==> config.mk <==
export PLATFORM = sky130hd
export DESIGN_NAME = trng_ctrl
export DESIGN_NICKNAME = d
export VERILOG_FILES = /design/src/rtl/trng_ctrl.sv
export SDC_FILE = /design/constraint.sdc
export NUM_CORES = 1
export LEC_CHECK = 0
export ABC_AREA = 1
export CELL_PAD_IN_SITES_DETAIL_PLACEMENT = 1
export CELL_PAD_IN_SITES_GLOBAL_PLACEMENT = 1
export CORE_MARGIN = 2
export CORE_UTILIZATION = 30
export DETAILED_ROUTE_END_ITERATION = 12
export PLACE_DENSITY_LB_ADDON = 0.1
export SYNTH_ARGS = -nofsm -noshare
export SYNTH_HDL_FRONTEND = slang
export SYNTH_SLANG_ARGS = --single-unit
==> constraint.sdc <==
create_clock -name clk -period 1.55 [get_ports clk]
set_input_delay 0.155 -clock clk [delete_from_list [all_inputs] [get_ports clk]]
set_output_delay 0.155 -clock clk [all_outputs]
set_load 0.02 [all_outputs]
==> src/rtl/trng_ctrl.sv <==
// trng_ctrl - ring-oscillator entropy path sequencer.
//
// Powers the RO bank, holds the 32-bit RO sampler in reset through a warm-up
// interval, and drops the first post-warm-up words. It then captures sampler
// words one at a time and presents them through a valid/request handshake.
//
// Optional feature macro: TRNG_HEALTH_EN
//   defined   - repetition-count health test and sticky FAIL state
//   undefined - no test logic; health_fail tied 0, clr_fail ignored
//
// Ports:
//   clk, rst          clock; asynchronous active-high reset
//   enable            level, 1 = run entropy source
//   ro_en             RO bank enable
//   sampler_rst       sampler reset (1 = hold cleared)
//   word_in/word_valid sampler data and one-cycle strobe
//   rd_req            consume strobe from bus slave
//   rd_data/rd_valid  held random word / unconsumed-word flag
//   busy              source starting or collecting
//   health_fail       sticky health-test failure
//   clr_fail          clears failure
module trng_ctrl #(
  parameter int WARMUP_CYCLES = 1024,
  parameter int DISCARD_WORDS = 2,
  parameter int REP_LIMIT     = 3
) (
  input  logic        clk,
  input  logic        rst,
  input  logic        enable,
  output logic        ro_en,
  output logic        sampler_rst,
  input  logic [31:0] word_in,
  input  logic        word_valid,
  input  logic        rd_req,
  output logic [31:0] rd_data,
  output logic        rd_valid,
  output logic        busy,
  output logic        health_fail,
  input  logic        clr_fail
);

  localparam int WW = $clog2(WARMUP_CYCLES + 1);
  localparam int DW = (DISCARD_WORDS < 1) ? 1 : $clog2(DISCARD_WORDS + 1);

  typedef enum logic [2:0] {
    S_OFF, S_WARMUP, S_DISCARD, S_COLLECT, S_READY, S_FAIL
  } state_t;

  state_t        state;
  logic [WW-1:0] warm_cnt;
  logic [DW-1:0] disc_cnt;
  logic          take;
  logic          pass;

  // Outputs that are pure functions of the registered state.
  assign ro_en       = (state == S_WARMUP) || (state == S_DISCARD) ||
                       (state == S_COLLECT) || (state == S_READY);
  assign sampler_rst = (state == S_OFF) || (state == S_WARMUP) || (state == S_FAIL);
  assign busy        = (state == S_WARMUP) || (state == S_DISCARD) || (state == S_COLLECT);

  // A word is tested/captured in COLLECT, or in READY when it is being
  // consumed on the same edge. Dropping enable wins over any capture.
  assign take = word_valid && enable &&
                ((state == S_COLLECT) || ((state == S_READY) && rd_req));

`ifdef TRNG_HEALTH_EN
  localparam int RW = $clog2(REP_LIMIT + 1);

  logic [31:0]   last_word;
  logic [RW-1:0] rep_cnt;
  logic [RW-1:0] rep_next;

  // rep_cnt==0 marks "no history" (first word after OFF).
  always_comb begin
    rep_next = RW'(1);
    if ((rep_cnt != '0) && (word_in == last_word))
      rep_next = rep_cnt + RW'(1);
    pass = (rep_next < RW'(REP_LIMIT));
  end
`else
  logic unused_clr_fail;
  assign unused_clr_fail = clr_fail;
  assign pass            = 1'b1;
  assign health_fail     = 1'b0;
`endif

  always_ff @(posedge clk or posedge rst) begin
    if (rst) begin
      state       <= S_OFF;
      warm_cnt    <= '0;
      disc_cnt    <= '0;
      rd_data     <= '0;
      rd_valid    <= 1'b0;
`ifdef TRNG_HEALTH_EN
      health_fail <= 1'b0;
      last_word   <= '0;
      rep_cnt     <= '0;
`endif
    end else begin
      case (state)
        S_OFF: begin
          rd_valid <= 1'b0;
`ifdef TRNG_HEALTH_EN
          rep_cnt  <= '0;
`endif
          if (enable) begin
            state    <= S_WARMUP;
            warm_cnt <= WW'(WARMUP_CYCLES - 1);
          end
        end
        S_WARMUP: begin
          if (!enable) state <= S_OFF;
          else if (warm_cnt == '0) begin
            disc_cnt <= DW'(DISCARD_WORDS);
            state    <= (DISCARD_WORDS == 0) ? S_COLLECT : S_DISCARD;
          end else warm_cnt <= warm_cnt - WW'(1);
        end
        S_DISCARD: begin
          if (!enable) state <= S_OFF;
          else if (word_valid) begin
            disc_cnt <= disc_cnt - DW'(1);
            if (disc_cnt <= DW'(1)) state <= S_COLLECT;
          end
        end
        S_COLLECT: begin
          if (!enable) state <= S_OFF;
        end
        S_READY: begin
          // Plain consume; a same-edge word is handled by the capture below.
          if (!enable) begin
            state    <= S_OFF;
            rd_valid <= 1'b0;
          end else if (rd_req) begin
            state    <= S_COLLECT;
            rd_valid <= 1'b0;
          end
        end
        S_FAIL: begin
`ifdef TRNG_HEALTH_EN
          if (clr_fail) begin
            health_fail <= 1'b0;
            state       <= S_OFF;
          end
`else
          state <= S_OFF;
`endif
        end
        default: state <= S_OFF;
      endcase

      if (take) begin
        if (pass) begin
          rd_data  <= word_in;
          rd_valid <= 1'b1;
          state    <= S_READY;
`ifdef TRNG_HEALTH_EN
          last_word <= word_in;
          rep_cnt   <= rep_next;
`endif
        end else begin
          // The failing word is never presented.
          rd_valid <= 1'b0;
          state    <= S_FAIL;
`ifdef TRNG_HEALTH_EN
          health_fail <= 1'b1;
`endif
        end
      end
    end
  end

endmodule

# After elaboration in Yosys (flattened, before gate mapping)
# Cells that the tools add are included.
# word_totals
regBits	49
in_bits	38
out_inout_bits	37
wordCells	67
# classes
add_sub_neg	2
n_lt_le_gt_ge	1
n_eq_ne	17
n_mux	24
reduce_logical	18
# op_table
op	n
$mux W11	3
$mux W3	10
$pmux W11 S2	1
$pmux W3 S5	1
$logic_not A11 Y1	1
$sub A11 B1 Y11 const B	1
$ne A2 B2 Y1 const B	5
$mux W2	4
$ne A4 B3 Y1 const B	2
$ne A4 B4 Y1 const B	2
$eq A3 B2 Y1 const B	2
$eq A3 B3 Y1 const B	2
$logic_or A1 B1 Y1	6
$ne A3 B3 Y1 const B	2
$reduce_and A6 Y1	1
$reduce_and A5 Y1	1
$pmux W2 S2	1
$reduce_and A4 Y1	1
$reduce_bool A2 Y1	2
$eq A3 B1 Y1 const B	1
$logic_and A1 B1 Y1	3
$logic_not A3 Y1	1
$mux W1	3
$reduce_bool A3 Y1	1
other kinds (5)	5

# Logic depth before layout (Yosys ltp)
# depth
ltp_word	6
ltp_mapped	11
depth_no_buf	11

# Worst setup path after synthesis
# No wires, ideal clock.
# synth_timing
path_kind	flip-flop to flip-flop
from	register state[1]
to	register rd_data[0]
setup_ns	0.125
arrival_time_ns	1.288
t_required_ns	1.425
slack_ns	0.137
stages_incl_launch_ff	7
n_path_buf	1
period_less_slack_ns	1.413
cell_sequence	dfrtp_1 nor2_2 nand3_2 nand2_2 nand2_4 buf_6 mux2_4
# synth_via
elab_chain_len	4
word_cells_on_any_way	5
classes_between	eq/ne (2); reduce/logical (3)
# synth_rtl
element	line	rtl
start, declared	49	state_t state;
start signal, assigned	115	state <= (DISCARD_WORDS == 0) ? S_COLLECT : S_DISCARD;
$eq A3 B3 Y1	64	((state == S_COLLECT) || ((state == S_READY) && rd_req));
$logic_and A1 B1 Y1	64	
$logic_or A1 B1 Y1 *	64	
$logic_and A1 B1 Y1 *	63	assign take = word_valid && enable &&
end signal, assigned	153	rd_data <= word_in;
end, declared	35	output logic [31:0] rd_data,
# Mark *: on every way between the ends. The rest lies on a longest branch, timed or not.
# A chain may end at the register's enable or synchronous reset.

# Worst setup path in the final report
# Same ends and word-level chain as after synthesis.

==> flow_metrics.py <==
metrics = {
    "timing": {
        "setup_viol": 0,
        "max_freq_ghz": 0.6514,
        "rsz0062_at_grt": "true",
        "fin_skew_ps": 10.00,
        "period_share_pct": 99.05,
        "finalHoldViolations": 0,
        "worst_slack_ps": 14.73,
        "fin_crit_ps": 1535,
        "slew_viol_final": 0,
    },
    "floorplan": {
        "row_count": 32,
        "die_h_um": 93.67,
        "initial_core_util_pct": 31.06,
        "core_area_um2": 7767,
        "die_w_um": 93.67,
        "top_level_ports": 75,
        "die-area_um2": 8774,
    },
    "setup_path": {
        "rr_worst_depth": 6,
        "r2r_slack_ps": 10,
        "worstPathRequired_ps": 1750,
        "end_kind": "flop",
        "r2r-end": "rd_data[0]",
        "path_max_fanout": 7,
        "worstSetupStartpointType": "flop",
        "cp.arrival_ps": 1740,
        "r2r_start": "state[1]",
        "critPathKind": "reg -> reg",
    },
    "global_routing": {
        "grt_pass1_vias": 2103,
        "antenna_found_initial": 0,
        "grtUsageTotal_pct": 14.15,
        "grt_remaining_overflow": 0,
        "grt_max_degree": 50,
        "grt_pass1_wl_um": 9735,
    },
    "logic_synthesis": {
        "synth_commonest_cells": "49 x dfrtp_1, 43 x nand2_1, 26 x mux2_4, 19 x inv_1, 19 x nor2_1",
        "synth_cells": 226,
        "synth_top_area_cell": "dfrtp_1",
        "synth_most_common_cell": "dfrtp_1",
        "syn_nets": 267,
        "yosysWarnings": 0,
        "synth_top_area_share_pct": 50.83,
        "ys_ff_latch": 49,
        "ys_top_cells_by_area": "dfrtp_1 51%, mux2_4 16%, nand2_1 6.7%",
        "ys_seq_area_share_pct": 50.83,
        "synth.distinct_cells": 25,
        "ys.flop_type": "dfrtp_1",
        "synth_area_per_cell_um2": 10.67,
        "postSynth.asyncResetShare_pct": 100.0,
        "synth_edf_count": 0,
        "syn-cell-area_um2": 2412,
    },
    "power_and_ir_drop": {
        "pwr-share-clk_pct": 11.4,
        "peakVddDrop_mv": 0.8106,
        "sw_frac_of_total_pct": 38.71,
        "power.share.sequential_pct": 31.2,
        "p_per_area_nw_per_um2": 1923,
        "p_int_mw": 4.523,
        "p_leak_nw": 1.828,
        "p_switching_mw": 2.857,
        "p_comb_share_pct": 57.4,
    },
    "placed_design": {
        "port-buffer-count": 72,
        "hpwlAfterDp_um": 4344,
        "pre_cts_ws_ps": -22.62,
        "gp_congestion": 0.6986,
    },
    "cts": {
        "cts-root-buf": "clkbuf_8",
        "clockBufferDepth": 2,
        "cts_buffers": 5,
        "clock_latency_ps": 310,
        "htreeDepth": 2,
        "cts_hold_buf": 0,
        "path_clk_slew_ps": 100,
        "cts_tree": "yes",
        "cts_sinks": 49,
    },
    "detailed_routing": {
        "wl_per_cell_um": 14.51,
        "viasPerCell": 4.538,
        "drtIter0Drc": 58,
        "drt_first_pass_iters": 4,
        "dr_wl_met3_um": 559,
        "top_layer_used": "met4",
        "drc": 0,
        "vias": 1983,
        "dr_wl_met2_um": 3140,
        "totalWireLength_um": 6340,
        "postRouteAntennaNets": 0,
        "wl_met1_um": 2562,
    },
    "worst_hold_path": {
        "hold_path_class": "in -> async",
    },
    "final_layout": {
        "num-fill-cells": 856,
        "finalCoreUtilization_pct": 49.40,
        "fin_nets": 375,
        "synthToLayoutAreaGrowth_pct": 59.08,
        "num_antenna_cells": 0,
        "drive_above_1_share_pct": 33.13,
    },
    "outcome": {
        "status": "completed",
    },
    "job": {
        "cap_viol_max_count": 0,
    },
}
critical path: stages (launching register included):
cell and delay, ps:
dfrtp_2 480, nor2_4 170, nand3_4 90, nand2_4 110
nand2_8 100, clkbuf_16 190, mux2_4 290
cells by family after synthesis:
kind of cell             after synthesis  synth area share (%)
AO/OA/AOI/OAI                         25                 5.446
flip-flops                            49                 50.83
other                                  1                0.1555
AND/OR/NAND/NOR                       81                 14.58
XOR/XNOR                               8                 2.905
multiplexers                          32                 18.98
adder cells (fa/ha/maj)                3                 1.556
buffers and inverters                 27                 5.549
area by class of cell:
class	instances	area (um2)	share of cell area, %
tap	102	127.6	3.326
multi-input combinational	150	1164	30.32
sequential	49	1229	32.02
clock inverter	2	17.52	0.4565
inverter	20	80.08	2.087
timing repair buffer	108	1137	29.64
clock buffer	6	82.58	2.152
through the flow:
step / std cells / hold WS, ps / power [mW] / cell area (um2) / setup TNS [ps]
final: 437 / 179.1 / 7.380 / 3837 / 0
after global routing: 437 / 205.4 / 7.922 / 3837 / -1193
after CTS: 425 / 200.0 / 6.929 / 3550 / 0
after detailed placement: 417 / 461.0 / 6.049 / 3445 / -285.2
after global placement: 417 / 456.6 / 5.973 / 3445 / -7.812
after floorplan: 226 / 303.5 / 4.330 / 2412 / 0
state kept, by name, summed over array words and instances, names as in the netlist:
register	cells
warm_cnt	11
rd_data	32
state	3
rd_valid	1
disc_cnt	2
how the worst max path moves through the flow:
stage / startpoint / to / slack [ps] / depth (start not counted)
detailed placement: state[1] / ro_en / -20 / 4
global placement: state[1] / ro_en / -8 / 4
finish: state[1] / rd_data[0] / 10 / 6
CTS: state[0] / busy / 4 / 4
floorplan: state[1] / rd_data[0] / 140 / 6
global route: warm_cnt[1] / warm_cnt[10] / -60 / 10
placed cells by master, fill, tap and decap left out, types with 3 or more instances in the layout:
cell type,n
clkbuf_8,6
nor2_2,3
dfrtp_1,47
clkbuf_16,5
buf_12,5
buf_6,3
clkdlybuf4s50_1,69
xor2_1,8
inv_1,14
mux2_4,26
mux2_2,6
inv_2,5
buf_4,23
nand2_2,6
nand3_1,9
nand2_1,36
o21ai_1,17
nand4_1,3
nor2_1,15
timing repair:
item | CTS | global route
gates cloned | 0 | 5
pin swaps | 0 | 10
gates resized for setup | 8 | 58
setup endpoints to repair | 8 | 28
setup buffers | 0 | 7
power by group through the flow:
stage	sequential (mW)	combinational [mW]	clock (mW)
after floorplan	2.76	1.57	0
after CTS	2.28	3.77	0.879
after detailed placement	2.27	3.78	0
final	2.31	4.24	0.839
after global routing	2.39	4.60	0.926
after global placement	2.27	3.71	0
metal layers:
metal | vias up | global-route usage [%]
met4 | 0 | 4.348
met2 | 49 | 22.78
met1 | 976 | 16.73
li1 | 951 | -
met3 | 7 | 6.822
met5 | - | 0
No activity file was read; power rests on OpenSTA's default activity.
